$ cat src/rtl/mux4_arbiter.sv
// mux4_arbiter: round-robin 4:1 arbiter with hold limit and registered mux (clk, rst, req[3:0], i0..i3 -> s1/s0, gnt, out, out_valid)
module mux4_arbiter #(
  parameter int W = 1,
  parameter int MAX_HOLD = 4
) (
  input  logic         clk,
  input  logic         rst,
  input  logic [3:0]   req,
  input  logic [W-1:0] i0,
  input  logic [W-1:0] i1,
  input  logic [W-1:0] i2,
  input  logic [W-1:0] i3,
  output logic         s1,
  output logic         s0,
  output logic [3:0]   gnt,
  output logic [W-1:0] out,
  output logic         out_valid
);
  typedef enum logic {IDLE, GRANT} state_t;
  state_t state, state_n;
  logic [1:0] ptr, ptr_n, sel, sel_n, pick;
  logic [3:0] hold, hold_n, gnt_n, cand;
  logic found, keep, ov_n;
  logic [W-1:0] d;
  assign {s1, s0} = sel;
  always_comb begin
    cand = (state == GRANT) ? req & ~gnt : req;
    found = 1'b0;
    pick = ptr;
    for (int j = 3; j >= 0; j--) begin
      if (cand[ptr + 2'(j)]) begin
        found = 1'b1;
        pick = ptr + 2'(j);
      end
    end
    keep = state == GRANT && req[sel] && (hold < 4'(MAX_HOLD) || !found);
    state_n = state;
    sel_n = sel;
    gnt_n = gnt;
    ptr_n = ptr;
    hold_n = hold;
    if (keep) hold_n = (hold < 4'(MAX_HOLD)) ? hold + 4'd1 : hold;
    else if (found) begin
      state_n = GRANT;
      sel_n = pick;
      gnt_n = 4'b0001 << pick;
      ptr_n = pick + 2'd1;
      hold_n = 4'd1;
    end else begin
      state_n = IDLE;
      gnt_n = 4'b0000;
    end
    ov_n = state == GRANT && req[sel];
    d = sel[1] ? (sel[0] ? i3 : i2) : (sel[0] ? i1 : i0);
  end
  always_ff @(posedge clk) begin
    if (rst) begin
      state <= IDLE;
      sel <= 2'd0;
      gnt <= 4'b0000;
      ptr <= 2'd0;
      hold <= 4'd0;
      out <= '0;
      out_valid <= 1'b0;
    end else begin
      state <= state_n;
      sel <= sel_n;
      gnt <= gnt_n;
      ptr <= ptr_n;
      hold <= hold_n;
      out_valid <= ov_n;
      if (ov_n) out <= d;
    end
  end
endmodule

$ cat config.mk
export PLATFORM = sky130hd
export DESIGN_NAME = mux4_arbiter
export DESIGN_NICKNAME = d
export VERILOG_FILES = /design/src/rtl/mux4_arbiter.sv
export SDC_FILE = /design/constraint.sdc
export NUM_CORES = 1
export LEC_CHECK = 0
export ABC_CLOCK_PERIOD_IN_PS = 2400
export CAP_MARGIN = 20
export CORE_MARGIN = 2
export CORE_UTILIZATION = 39
export DETAILED_ROUTE_END_ITERATION = 10
export DONT_BUFFER_PORTS = 1
export SETUP_SLACK_MARGIN = 0.4
export SLEW_MARGIN = 20
export SYNTH_ARGS = -nofsm -noshare
export SYNTH_HDL_FRONTEND = slang
export SYNTH_SLANG_ARGS = --single-unit
$ cat constraint.sdc
create_clock -name clk -period 2.4 [get_ports clk]
set_input_delay 0.72 -clock clk [delete_from_list [all_inputs] [get_ports clk]]
set_output_delay 0.72 -clock clk [all_outputs]
set_load 0.01 [all_outputs]
==> out/results.ini, run 1 <==
[cells_and_area]
drive_gt1_frac=0.196
fin_util=0.435
nets=104
final_common_cell=dfxtp_1
area_growth_pct=5.99
n_antenna_cell=0
fillers=215
mostFrequentLayoutCells=dfxtp_1, a21oi_1, nor2_1, o21ai_0

[logic_synthesis]
yosys_most_used_dff=dfxtp_1
synth-seq-cells=15
synthArstFlopShare=0
avgSynthCellArea_um2=9.66
yosysUniqueCellTypes=45
synth_top_cell_by_area=dfxtp_1
synth_top_family_by_area=compound AO/OA/AOI/OAI gates
synth_compound_area_frac=0.377
synthXorXnorAreaFrac=0
synth_edf_count=0
synthCells=93
syn_area_um2=898
ys_warn_count=0
synthMuxAreaShare=0.0543
syn_nets=104
synth_simple_gate_area_frac=0.153
seq_area_frac_synth=0.334
synth.area.top_cells=dfxtp_1, a21oi_1, buf_6, a21bo_2, o211ai_1
synth_top_area_share=0.334
synth_fa_ha_area_frac=0.0139

[global_routing]
first_global_vias=652
grt_max_degree=18
gr-usage-all-layers=0.155
antenna_found_initial=0
gr-total-overflow=0
grt_pass1_wl_um=2950

[clock_tree]
cts_resized=0
htree_levels=1
root_buffer=clkbuf_4
cts_made_buffers=3
cts.sinks=15
path_clk_slew_ns=0.09
insertion_delay_ns=0.29
cts_buffer_depth=2
post_cts_buffers=0
cts_tree=built
cts_hold_buf=0

[worst_setup_path]
end_kind=register
path_max_fanout=8
arrival_ns=2.03
r2r.worst_path.cells=5
cp_cell_sequence=mux4_2 > and3_4 > a21oi_4 > nand3_2 > o32ai_2
cpPeakStageDelay_ns=0.54
slowest_stage=mux4_2
critPathKind=register to register
cp_data_required_time_ns=2.60
worstSetupStartpointType=register

[routing]
drc_errors=0
num_vias=713
viasPerCell=5.94
wl_met3_um=115
drtIter0Drc=15
totalWireLength_um=1790
drtPass1Iterations=4
routed.top_layer=met4
wire_per_inst_um=14.9
detail-route-antenna-nets=0
wl_met2_um=800
wl_met1_um=824

[placed_design]
pre_cts_ws_ns=0.225
hpwlAfterDp_um=1340
io_buffers=0
place_congestion=0.745

[timing]
hold_viol=0
final_critical_path_setup_slack_ns=0.575
holdWs_ns=0.477
worstMarginPinSlew_ns=0.467
period_share=0.761
min_period_ns=1.83
fmax_ghz=0.548
rsz0062_at_grt=no
setup_violations=0
slew_headroom=0.685
tns_ns=0
slew_violations=0
skew_ns=0.00927

[pwr]
leakagePower_nw=0.328
pwr_density_cell_mw_per_mm2=767
vdd_ir_drop_max_mv=0.319

[floorplan]
die_area_mm2=0.00270
die_y_um=52.0
placementRows=17
io_pins=18
core_mm2=0.00219
start_util=0.410
die_w_um=52.0

[min_path]
whs_path_depth=1
min_path_type=register to register

[flow_run]
maxCapViolations=0

[status]
status=finished clean

metal layers:
| metal | vias to the layer above | GRT usage |
|---|---|---|
| li1 | 357 | - |
| met2 | 17 | 0.219 |
| met3 | 5 | 0.0431 |
| met1 | 334 | 0.200 |
| met4 | 0 | 0.105 |
| met5 | - | 0 |
power by group:
| part | total, W | internal [W] | leakage, nW | switching, W |
|---|---|---|---|---|
| clock network | 0.000145 | 0.0000620 | 0.0177 | 0.0000828 |
| logic | 0.000236 | 0.000112 | 0.186 | 0.000124 |
| registers | 0.000349 | 0.000287 | 0.124 | 0.0000620 |
cell families (layout without fill, tap and decap cells):
group                    after synthesis  in the layout
buffers and inverters                  9              8
flip-flops                            15             15
AND/OR/NAND/NOR                       23             23
AO/OA/AOI/OAI                         43             43
multiplexers                           2              2
adder cells (fa/ha/maj)                1              1
layout make-up:
class,instances,area [um^2],area share
sequential,15,303,0.318
clock buffer,3,22.5,0.0237
clock inverter,1,5.00,0.00526
multi-input combinational,69,572,0.601
tap,28,35.0,0.0368
inverter,4,15.0,0.0158
Yosys cell counts, types with 2 or more instances:
library cell	instances
dfxtp_1	15
a21oi_1	8
nor2_1	5
o21ai_0	5
inv_1	4
nand2_1	4
o211ai_1	4
a21bo_2	3
buf_6	3
a21boi_0	2
a22o_1	2
and2b_1	2
nor2b_1	2
o21bai_1	2
o22ai_1	2
worst max-delay path, delay by kind of cell (launching register included):
family             cells  cell delay [ns]
DFF                    1             0.41
AOI/OAI and AO/OA      2             0.46
muxes                  1             0.54
and+or+nand+nor        2             0.34
worst paths after layout:
path / slack [ns] / end / startpoint
worst min register to register: 0.48 / hold[0]$_SDFFE_PP0P_ / hold[0]$_SDFFE_PP0P_
worst max-delay path: 0.57 / gnt[3]$_SDFFE_PP0N_ / sel[0]$_SDFFE_PP0P_
worst max register to register: 0.57 / gnt[3]$_SDFFE_PP0N_ / sel[0]$_SDFFE_PP0P_
worst min-delay path: 0.48 / hold[0]$_SDFFE_PP0P_ / hold[0]$_SDFFE_PP0P_
state kept, by name (all words and copies together) (netlist names):
signal,count
gnt,4
hold,4
out,1
out_valid,1
ptr,2
sel,2
state,1
through the flow:
step	instances	total power, W	cell area, um^2
final	120	0.000730	952
after floorplan	93	0.000552	918
after global placement	116	0.000576	908
after detailed placement	116	0.000578	908
after CTS	120	0.000721	936
after global routing	120	0.000787	952
(Power assumes the default switching activity.)
==> inputs of run 2 (changes only) <==
--- a/config.mk
+++ b/config.mk
@@ -5,7 +5,7 @@
 export SDC_FILE = /design/constraint.sdc
 export NUM_CORES = 1
 export LEC_CHECK = 0
-export ABC_CLOCK_PERIOD_IN_PS = 2400
+export ABC_CLOCK_PERIOD_IN_PS = 1600
 export CAP_MARGIN = 20
 export CORE_MARGIN = 2
 export CORE_UTILIZATION = 39
==> constraint.sdc (replaced) <==
create_clock -name clk -period 1.6 [get_ports clk]
set_input_delay 0.48 -clock clk [delete_from_list [all_inputs] [get_ports clk]]
set_output_delay 0.48 -clock clk [all_outputs]
set_load 0.01 [all_outputs]
==> run 2 against run 1 <==
Effect of this change:
- the run now ends with negative setup slack left
- combinational power increased to 2.9 times the previous value
- core utilization increased by 16 points
- die area unchanged
- critical path depth increased by 1
- total power increased by 92%
- sequential cell count unchanged
- clock-buffer cell count unchanged
- worst setup slack got worse by 0.69 ns
- critical path type unchanged
- sequential power increased by 42%
- register-to-register slack got worse by 0.69 ns
- cell area increased by 36%
- largest cell class unchanged
==> out/results.ini, run 2 (synthesized netlist as in run 1, its figures left out) <==
[clock_tree]
cts_tree=built
cts_buffer_depth=2
cts.sinks=15
path_clk_slew_ns=0.09
cts_made_buffers=3
root_buffer=clkbuf_4
cts_hold_buf=0
insertion_delay_ns=0.28
htree_levels=1

[timing]
worstMarginPinSlew_ns=0.369
period_share=1.07
holdWs_ns=0.235
slew_headroom=0.751
slew_violations=0
rsz0062_at_grt=yes
setup_violations=8
fmax_ghz=0.585
tns_ns=-0.652
skew_ns=0.00608
final_critical_path_setup_slack_ns=-0.111
hold_viol=0
min_period_ns=1.71

[cells_and_area]
nets=135
seqCellArea_um2=308
area_growth_pct=44.4
mostFrequentLayoutCells=buf_4, buf_6, dfxtp_1, dfxtp_2
drive_gt1_frac=0.553
reg_top3=gnt: 4 flops, hold: 4 flops
multi_input_area_um2=624
fillers=179
n_antenna_cell=0
final_common_cell=buf_4

[routing]
drtPass1Iterations=4
detail-route-antenna-nets=0
drc_errors=0
totalWireLength_um=2360
viasPerCell=5.86
wire_per_inst_um=15.6
drtIter0Drc=15
num_vias=885

[pwr]
p_total_w=0.00140
pwr_density_cell_mw_per_mm2=1080
vdd_ir_drop_max_mv=0.655
leakagePower_nw=0.510

[worst_setup_path]
r2r.worst_path.cells=6
critPathKind=register to register
arrival_ns=1.90
r2r_end=ptr[0]$_SDFFE_PP0P_
end_kind=register
cp_data_required_time_ns=1.79
r2r_start=sel[0]$_SDFFE_PP0P_
path_max_fanout=4
r2r_setup_slack_ns=-0.11
cp-endpoint=ptr[0]$_SDFFE_PP0P_
crit_start=sel[0]$_SDFFE_PP0P_
worstSetupStartpointType=register

[floorplan]
die_w_um=52.0
die_y_um=52.0
io_pins=18
placementRows=17
start_util=0.410
core_mm2=0.00219
die_area_mm2=0.00270

[global_routing]
grt_max_degree=18
gr-total-overflow=0
antenna_found_initial=0
first_global_vias=860
gr-usage-all-layers=0.198
grt_pass1_wl_um=3850

[min_path]
min_from=rst
min_path_type=input pin to register
whs_path_depth=1

[flow_run]
maxCapViolations=0

[status]
violations=negative setup slack
status=complete, but fails checks

[placed_design]
io_buffers=0
hpwlAfterDp_um=1640
place_congestion=0.807

## run 2: through the flow
stage	setup WS [ns]	instances	area, um^2	util
global placement	-0.222	140	1090	0.499
floorplan	-0.221	93	927	-
global route	-0.191	151	1300	0.592
finish	-0.111	151	1300	0.592
CTS	-0.101	147	1220	0.555
detailed placement	-0.203	140	1090	0.499
## run 2: worst min-delay path by stage
stage,end
global placement,hold[0]$_SDFFE_PP0P_
floorplan,hold[0]$_SDFFE_PP0P_
finish,sel[0]$_SDFFE_PP0P_
CTS,sel[0]$_SDFFE_PP0P_
global route,sel[1]$_SDFFE_PP0P_
detailed placement,hold[0]$_SDFFE_PP0P_
## run 2: metal layers
metal  track usage  up-vias  wire, um
met3        0.0345        8        80
met5             0        -         0
met4         0.132        0        62
met1         0.229      433      1050
met2         0.329       20      1170
li1              -      424         -
## run 2: report_power, final
part	internal [W]	switching [W]	total (W)
Clock	0.0000929	0.000120	0.000213
Sequential	0.000435	0.0000600	0.000495
Combinational	0.000382	0.000311	0.000693
## run 2: layout make-up
type / count / share of cell area
multi-input cells: 69 / 0.481
flip-flops and latches: 15 / 0.237
repair buffers: 31 / 0.220
well taps: 28 / 0.0270
clock buffers: 3 / 0.0174
inverters: 4 / 0.0135
clock inverters: 1 / 0.00386
## run 2: repair_timing
action | in CTS | in global routing
buffers inserted | 3 | 4
endpoints found under the hold margin | 0 | 0
pin swaps | 10 | 5
setup endpoints to repair | 21 | 21
resized for setup | 27 | 13
## run 2: critical path, stage by stage, from the launching register on
cell and delay [ns]:
dfxtp_2 0.35, mux4_2 0.52, and3_4 0.19, a21oi_4 0.19
buf_6 0.13, nor2_2 0.03, a311oi_1 0.20
==> RTL edit, RTL diff (flow settings as in run 1) <==
Reset style: asynchronous (`rst`), changed in one clocked block.
--- a/src/rtl/mux4_arbiter.sv
+++ b/src/rtl/mux4_arbiter.sv
@@ -54,5 +54,5 @@
     d = sel[1] ? (sel[0] ? i3 : i2) : (sel[0] ? i1 : i0);
   end
-  always_ff @(posedge clk) begin
+  always_ff @(posedge clk or posedge rst) begin
     if (rst) begin
       state <= IDLE;
Function: differs if rst is asserted again (counterexample within 4 cycles, from zero or initial values and one cycle with rst high); with rst held inactive, the same outputs for 10 cycles.
==> RTL edit against run 1 <==
- sequential cell count did not move
- die area is 6.0% higher
- wire length increased by 25%
- final cell count rose by 10%
- final area increased by 25%
- non-clock buffer count up 13
- area after synthesis rose by 6.5%
- worst setup slack got worse by 0.23 ns
Power is not compared: it rests on default switching activity, and its combinational part moved more than twofold at a synthesized area within 25%.
==> RTL edit: results (changes against run 1) <==
STA
  – Final worst-path cycle share: 85.8% (+9.7 points)
  – Slew margin rel.: 63.8% (-4.7 points)

Routing
  – DRT iter0 DRCs: 21 (+6)
  – DR vias: 777 (+9.0%)
  – Final wirelength: 2240 um (+25%)
  – M1 WL: 1010 um (+23%)
  – Met3 Routed Length: 132 um (+15%)
  – Met2 WL post-DR: 1070 um (+33%)

Cells and area
  – Inverters: 3 (-1)
  – Layout cells sized above 1: 40.4% (+21 points)
  – Nets: 116 (+12%)
  – Clock buffers and inverters, area share: 2.21% (-0.68 points)
  – Seq/total area: 31.8% (about the same)
  – Fillers: 203 (-5.6%)
  – Clock buffer count: 4 (+1)

Critical path
  – RR Startpoint: ptr[0]
  – R2R setup slack: 0.34 ns (-0.23 ns)
  – Worst Path Arrival: 2.23 ns (+0.20 ns)
  – R2R depth: 7 (+2)

Status
  – Outcome: complete, no violations

Placed design
  – Placer Congestion: 0.801 (+7.5%)
  – Pre-CTS WS: 0.177 ns (-0.0472 ns)

Global routing
  – Pin count of the biggest net entering global routing: 16 (-2)
  – Global-route wire length before repair: 3440 um (+17%)
  – GR Util All Layers: 17.1% (+1.7 points)
  – GR met3 Demand/Resource: 5.56% (+1.2 points)
  – Number of global-route vias before repair: 707 (+8.4%)

Clock tree
  – # resized after CTS: 4 (+4)
  – Clock latency on the worst-skew pair: 0.27 ns (-0.02 ns)

Synthesis
  – Sequential element share of the synthesized area: 39.2% (+5.8 points)
  – Synth Net Count: 101 (-2.9%)
  – Asr flop ratio synth: 100% (+100 points)
## RTL edit: cell types whose count changed after synthesis, sizes merged, moves of 3 or more
cell,run 1,this run
mux2,0,5
a21oi,9,5
dfrtp,0,15
nand2,4,13
dfxtp,15,0
mux2i,0,3
## RTL edit: worst max-delay path by stage
| stage | start | endpoint | depth (start not counted) |
|---|---|---|---|
| 2_1_floorplan | req[3] | sel[0] | 5 |
| 3_3_place_gp | ptr[0] | sel[0] | 7 |
| 3_5_place_dp | ptr[0] | sel[0] | 7 |
| 4_1_cts | ptr[0] | sel[0] | 6 |
| 5_1_grt | ptr[0] | gnt[0] | 6 |
| 6_report | ptr[0] | sel[0] | 7 |
## RTL edit: logic make-up (layout without fill, tap and decap cells)
logic type,count (synthesis),after routing,synth area share (%)
compound gates,30,30,25.4
fa+ha+maj,1,1,1.31
buf+inv,6,20,3.27
flops,15,15,39.2
mux,10,10,14.5
simple gates,28,28,16.3
